**src/rtl/cnn_top.sv**
```systemverilog
// cnn_top: fixed-weight 6x6 conv, ReLU, 2x2 max-pool and FC binary classifier
module cnn_top #(
  parameter logic signed [31:0] BIAS = -4
) (
  input  logic clk,
  input  logic reset,
  input  logic start,
  output logic prediction,
  output logic done
);
  typedef enum logic [2:0] {IDLE, CONV, POOL, FC, DONE} state_t;
  localparam logic signed [7:0] KERN [3] = '{-8'sd1, 8'sd0, 8'sd1};
  localparam logic signed [7:0] W [4] = '{8'sd1, -8'sd2, 8'sd1, 8'sd1};
  state_t state_q, state_d;
  logic [3:0] cnt_q, cnt_d, idx_q, idx_d;
  logic signed [19:0] acc_q, acc_d, max_q, max_d;
  logic signed [19:0] feat_q [16];
  logic signed [19:0] feat_d [16];
  logic signed [19:0] pool_q [4];
  logic signed [19:0] pool_d [4];
  logic signed [31:0] score_q, score_d;
  logic pred_q, pred_d, done_q, done_d;
  logic [1:0] ki, kj;
  logic [7:0] pix;
  logic signed [19:0] pix_s, k_s, elem, mx;
  logic signed [31:0] p_s, w_s, sum;
  always_comb begin
    ki = cnt_q < 4'd3 ? 2'd0 : cnt_q < 4'd6 ? 2'd1 : 2'd2;
    kj = cnt_q inside {4'd0, 4'd3, 4'd6} ? 2'd0 : cnt_q inside {4'd1, 4'd4, 4'd7} ? 2'd1 : 2'd2;
    pix = 8'd6 * ({6'b0, idx_q[3:2]} + {6'b0, ki}) + {6'b0, idx_q[1:0]} + {6'b0, kj};
    pix_s = {12'b0, pix};
    k_s = 20'(KERN[kj]);
    elem = feat_q[{idx_q[1], cnt_q[1], idx_q[0], cnt_q[0]}];
    mx = cnt_q == 4'd0 ? elem : (elem > max_q ? elem : max_q);
    p_s = 32'(pool_q[cnt_q[1:0]]);
    w_s = 32'(W[cnt_q[1:0]]);
    sum = score_q + BIAS;
    state_d = state_q;
    cnt_d = cnt_q;
    idx_d = idx_q;
    acc_d = acc_q;
    max_d = max_q;
    feat_d = feat_q;
    pool_d = pool_q;
    score_d = score_q;
    pred_d = pred_q;
    done_d = done_q;
    case (state_q)
      CONV: begin
        acc_d = acc_q + pix_s * k_s;
        cnt_d = cnt_q + 4'd1;
        if (cnt_q == 4'd9) begin
          feat_d[idx_q] = acc_q < 0 ? '0 : acc_q;
          acc_d = '0;
          cnt_d = '0;
          idx_d = idx_q + 4'd1;
          state_d = idx_q == 4'd15 ? POOL : CONV;
        end
      end
      POOL: begin
        max_d = mx;
        cnt_d = cnt_q + 4'd1;
        if (cnt_q == 4'd3) begin
          pool_d[idx_q[1:0]] = mx;
          cnt_d = '0;
          idx_d = idx_q == 4'd3 ? '0 : idx_q + 4'd1;
          score_d = '0;
          state_d = idx_q == 4'd3 ? FC : POOL;
        end
      end
      FC: begin
        cnt_d = cnt_q + 4'd1;
        score_d = score_q + p_s * w_s;
        if (cnt_q == 4'd4) begin
          score_d = sum;
          pred_d = sum > 0;
          done_d = 1'b1;
          cnt_d = '0;
          state_d = DONE;
        end
      end
      default: begin
        if (start) begin
          state_d = CONV;
          done_d = 1'b0;
          cnt_d = '0;
          idx_d = '0;
          acc_d = '0;
          max_d = '0;
          score_d = '0;
        end
      end
    endcase
  end
  always_ff @(posedge clk) begin
    if (reset) begin
      state_q <= IDLE;
      cnt_q <= '0;
      idx_q <= '0;
      acc_q <= '0;
      max_q <= '0;
      feat_q <= '{default: '0};
      pool_q <= '{default: '0};
      score_q <= '0;
      pred_q <= 1'b0;
      done_q <= 1'b0;
    end else begin
      state_q <= state_d;
      cnt_q <= cnt_d;
      idx_q <= idx_d;
      acc_q <= acc_d;
      max_q <= max_d;
      feat_q <= feat_d;
      pool_q <= pool_d;
      score_q <= score_d;
      pred_q <= pred_d;
      done_q <= done_d;
    end
  end
  assign prediction = pred_q;
  assign done = done_q;
endmodule

```
**config.mk**
```make
export PLATFORM = sky130hd
export DESIGN_NAME = cnn_top
export DESIGN_NICKNAME = d
export VERILOG_FILES = /design/src/rtl/cnn_top.sv
export SDC_FILE = /design/constraint.sdc
export NUM_CORES = 2
export LEC_CHECK = 0
export CAP_MARGIN = 20
export CORE_MARGIN = 1.5
export CORE_UTILIZATION = 55
export CTS_BUF_LIST = sky130_fd_sc_hd__clkbuf_16
export DETAILED_ROUTE_END_ITERATION = 10
export GPL_ROUTABILITY_DRIVEN = 0
export PLACE_DENSITY = 0.7
export SYNTH_ARGS = -nofsm -noshare
export SYNTH_HDL_FRONTEND = slang
export SYNTH_SLANG_ARGS = --single-unit
```
**constraint.sdc**
```tcl
create_clock -name clk -period 19.4 [get_ports clk]
set_clock_uncertainty 0.2 [all_clocks]
set_input_delay 4.85 -clock clk [delete_from_list [all_inputs] [get_ports clk]]
set_output_delay 4.85 -clock clk [all_outputs]
set_load 0.05 [all_outputs]
```
==> flow_summary_export.csv <==
group,metric,value,unit
sta,period_minus_slack,9.46,ns
outcome,status,"completed",
clocking,cts_tree,"built",
clocking,cts-resized-gates,0,
yosys,synth-seq-area-share,0.313,
die,die_x,236,um
power,leakagePower,0.0133,uW
yosys,synthTopCellsByArea,"dfxtp_1, fa_1, nor2_1, mux4_2, ha_1",
critical_path,crit_required,19.73,ns
clocking,cts.clk_slew.worst_paths,0.06,ns
finish,fill_cells,4604,
yosys,yosysWarningCount,0,
die,die_h,236,um
critical_path,slowest_stage,"buf_4",
sta,slew_violations,0,
critical_path,crit_top_cell,"fa_1",
placement,dp_hpwl,51800,um
critical_path,critPathKind,"flop to flop",
drt,vias_per_cell,5.93,
yosys,synth-async-reset-ratio,0,
finish,finalNonFillerCells,3949,
yosys,syn_avg_cell_area,8.91,um^2
yosys,synth_top_area_share,0.313,
sta,slew_headroom,0.241,
clocking,cts-htree-levels,2,
die,coreArea,0.0538,mm^2
global_routing,grt_max_degree,253,
yosys,synthCells,3363,
clocking,cts_sinks,469,
finish,diodes,0,
placement,io_buffers,4,
drt,drc,0,
finish,drive_above_1_share,0.0790,
placement,post-place-cells,3854,
yosys,yosys.area.top_type,"dfxtp_1",
clocking,cts-root-buf,"clkbuf_16",
drt,vias,23400,
clocking,cts_buffers,50,
clocking,clkLatencyLatePin,0.62,ns
sta,worstMarginPinSlew,1.14,ns
die,ioPinCount,5,
die,rows,85,
clocking,clock_path_buffers,3,
sta,tns,0,ns
global_routing,grt_pass1_wl,122000,um
critical_path,crit_path_end_kind,"flop",
sta,setup_viol,0,
clocking,holdBufCountCts,0,
sta,period_share,0.488,
hold_path,min_path_type,"flop to flop",
drt,drtPass1Iterations,5,
global_routing,antenna_found_initial,3,
critical_path,cp-start-kind,"flop",
critical_path,path_max_fanout,37,
finish,stdcell_area,0.0320,mm^2
power,p_per_area,78.9,mW/mm^2
power,ir_drop,0.0000851,V
drt,wirelength,74900,um
placement,postPlaceCellArea,0.0303,mm^2
die,fp.dieArea,0.0559,mm^2
yosys,syn_nets,3743,
finish,nNetsFinal,3592,
global_routing,grt_pass1_vias,23500,
sta,rsz0062_at_grt,"no",
yosys,synth-edff-count,0,
yosys,ys_ff_latch,469,
yosys,synth.distinct_cells,77,
global_routing,grt.overflow.total,0,
drt,post_drt_wl_per_cell,19.0,um
sta,hold_viol,0,
job,max_cap_viol_count,0,
yosys,syn_area,0.0299,mm^2
drt,drt_iter0_drc,1761,
sta,fmax,0.106,GHz
critical_path,cp_slowest_stage_delay,0.69,ns
critical_path,r2r_cells,28,
global_routing,grt_usage,0.271,
die,start_util,0.557,
critical_path,arrival,9.79,ns
clocking,cts_setup_buffers,0,
yosys,synthFlopType,"dfxtp_1",
finish,areaGrowthSynthToFinish,6.68,%
hold_path,holdPathStages,2,
drt,postRouteAntennaNets,0,
-- per-stage QoR --
stage          setup WS (ns)  hold WS (ns)  power [uW]  utilization
5_1_grt                 9.40         0.293        2650        0.594
2_1_floorplan          10.66         0.249        1440            -
3_5_place_dp            10.0         0.267        1570        0.562
6_report                9.94         0.273        2520        0.594
4_1_cts                 9.96         0.275        2550        0.593
3_3_place_gp           10.26         0.257        1550        0.562
-- power by group --
group	leakage [uW]	switching, uW	internal [uW]	total [uW]
Combinational	0.00872	322	211	533
Clock	0.000842	414	560	975
Sequential	0.00378	38.3	976	1010
Total	0.0133	775	1750	2520
-- routing by layer --
metal | GRT usage | wire [um]
met3 | 0.0338 | 4180
met5 | 0 | 23
met4 | 0.121 | 3180
met1 | 0.337 | 30200
met2 | 0.472 | 37300
-- Yosys cell counts, types with 7 or more instances --
library cell,n
nand4_1,15
nor2b_1,29
dfxtp_1,469
o21a_1,8
nand3_1,17
or3_1,10
inv_1,229
nand2_1,134
nor2_1,787
xnor2_1,34
a22oi_1,21
ha_1,170
nor4_1,11
a211oi_1,84
o22ai_1,8
o31ai_1,8
xor2_1,24
buf_2,9
clkbuf_1,196
nor3_1,24
mux4_2,115
nand3b_1,9
a31oi_1,15
a21o_1,28
and2_1,18
fa_1,207
buf_1,40
o21ai_0,50
a21oi_1,391
nand2b_1,54
o211ai_1,7
nor3b_1,9
mux2i_1,44
-- worst max-delay path: cells and delay by family (launching register included) --
| kind | cells | cell delay (ns) |
|---|---|---|
| adder cells (fa/ha/maj) | 11 | 4.59 |
| XOR/XNOR | 1 | 0.26 |
| flip-flops | 1 | 0.67 |
| AO/OA/AOI/OAI | 6 | 2.02 |
| AND/OR/NAND/NOR | 4 | 0.61 |
| buffers and inverters | 6 | 1.03 |
-- layout make-up --
type	instances	area, um^2	share of cell area
timing repair buffer	46	397	0.0124
clock buffer	51	1280	0.0399
tap	696	871	0.0273
clock inverter	42	405	0.0127
inverter	229	860	0.0269
multi-input combinational	2416	18700	0.587
sequential	469	9400	0.294
-- worst paths after layout --
path,from,slack [ns],endpoint
hold reg to reg,max_q[16],0.27,max_q[16]
hold / removal,max_q[16],0.27,max_q[16]
setup reg to reg,cnt_q[0],9.94,acc_q[19]
setup / recovery,cnt_q[0],9.94,acc_q[19]
-- registers in the layout, indices dropped and copies added (netlist names) --
register    count
idx_q           4
prediction      1
max_q          20
done            1
score_q        32
acc_q          20
state_q         3
pool_q         80
feat_q        304
cnt_q           4
-- cell usage in the layout (no fill, tap or decap), types with 8 or more instances in the layout --
cell,Yosys,routed
nand2b_1,54,54
nand2_1,134,134
dfxtp_1,469,467
o21a_1,8,8
a21o_1,28,28
fa_1,207,207
ha_1,170,170
nor3_1,24,23
a22oi_1,21,21
nand4_1,15,15
a211oi_1,84,84
nor2b_1,29,29
a31oi_1,15,15
o21ai_0,50,50
clkinv_2,0,8
inv_1,229,238
nor4_1,11,11
nand3b_1,9,9
or3_1,10,10
and2_1,18,18
nand3_1,17,17
nor3b_1,9,9
nor2_1,787,787
a21oi_1,391,390
mux2i_1,44,44
clkinv_1,0,12
clkbuf_16,0,51
xnor2_1,34,34
o31ai_1,8,8
mux4_2,115,115
buf_4,0,39
xor2_1,24,24
-- logic make-up after synthesis --
group / count (synthesis) / share of synthesized area
compound gates: 667 / 0.131
xor+xnor: 58 / 0.0170
fa+ha+maj: 378 / 0.210
buf+inv: 478 / 0.0613
flops: 469 / 0.313
mux: 160 / 0.102
simple gates: 1153 / 0.166
Note: power is estimated with default switching activity, not from simulation.
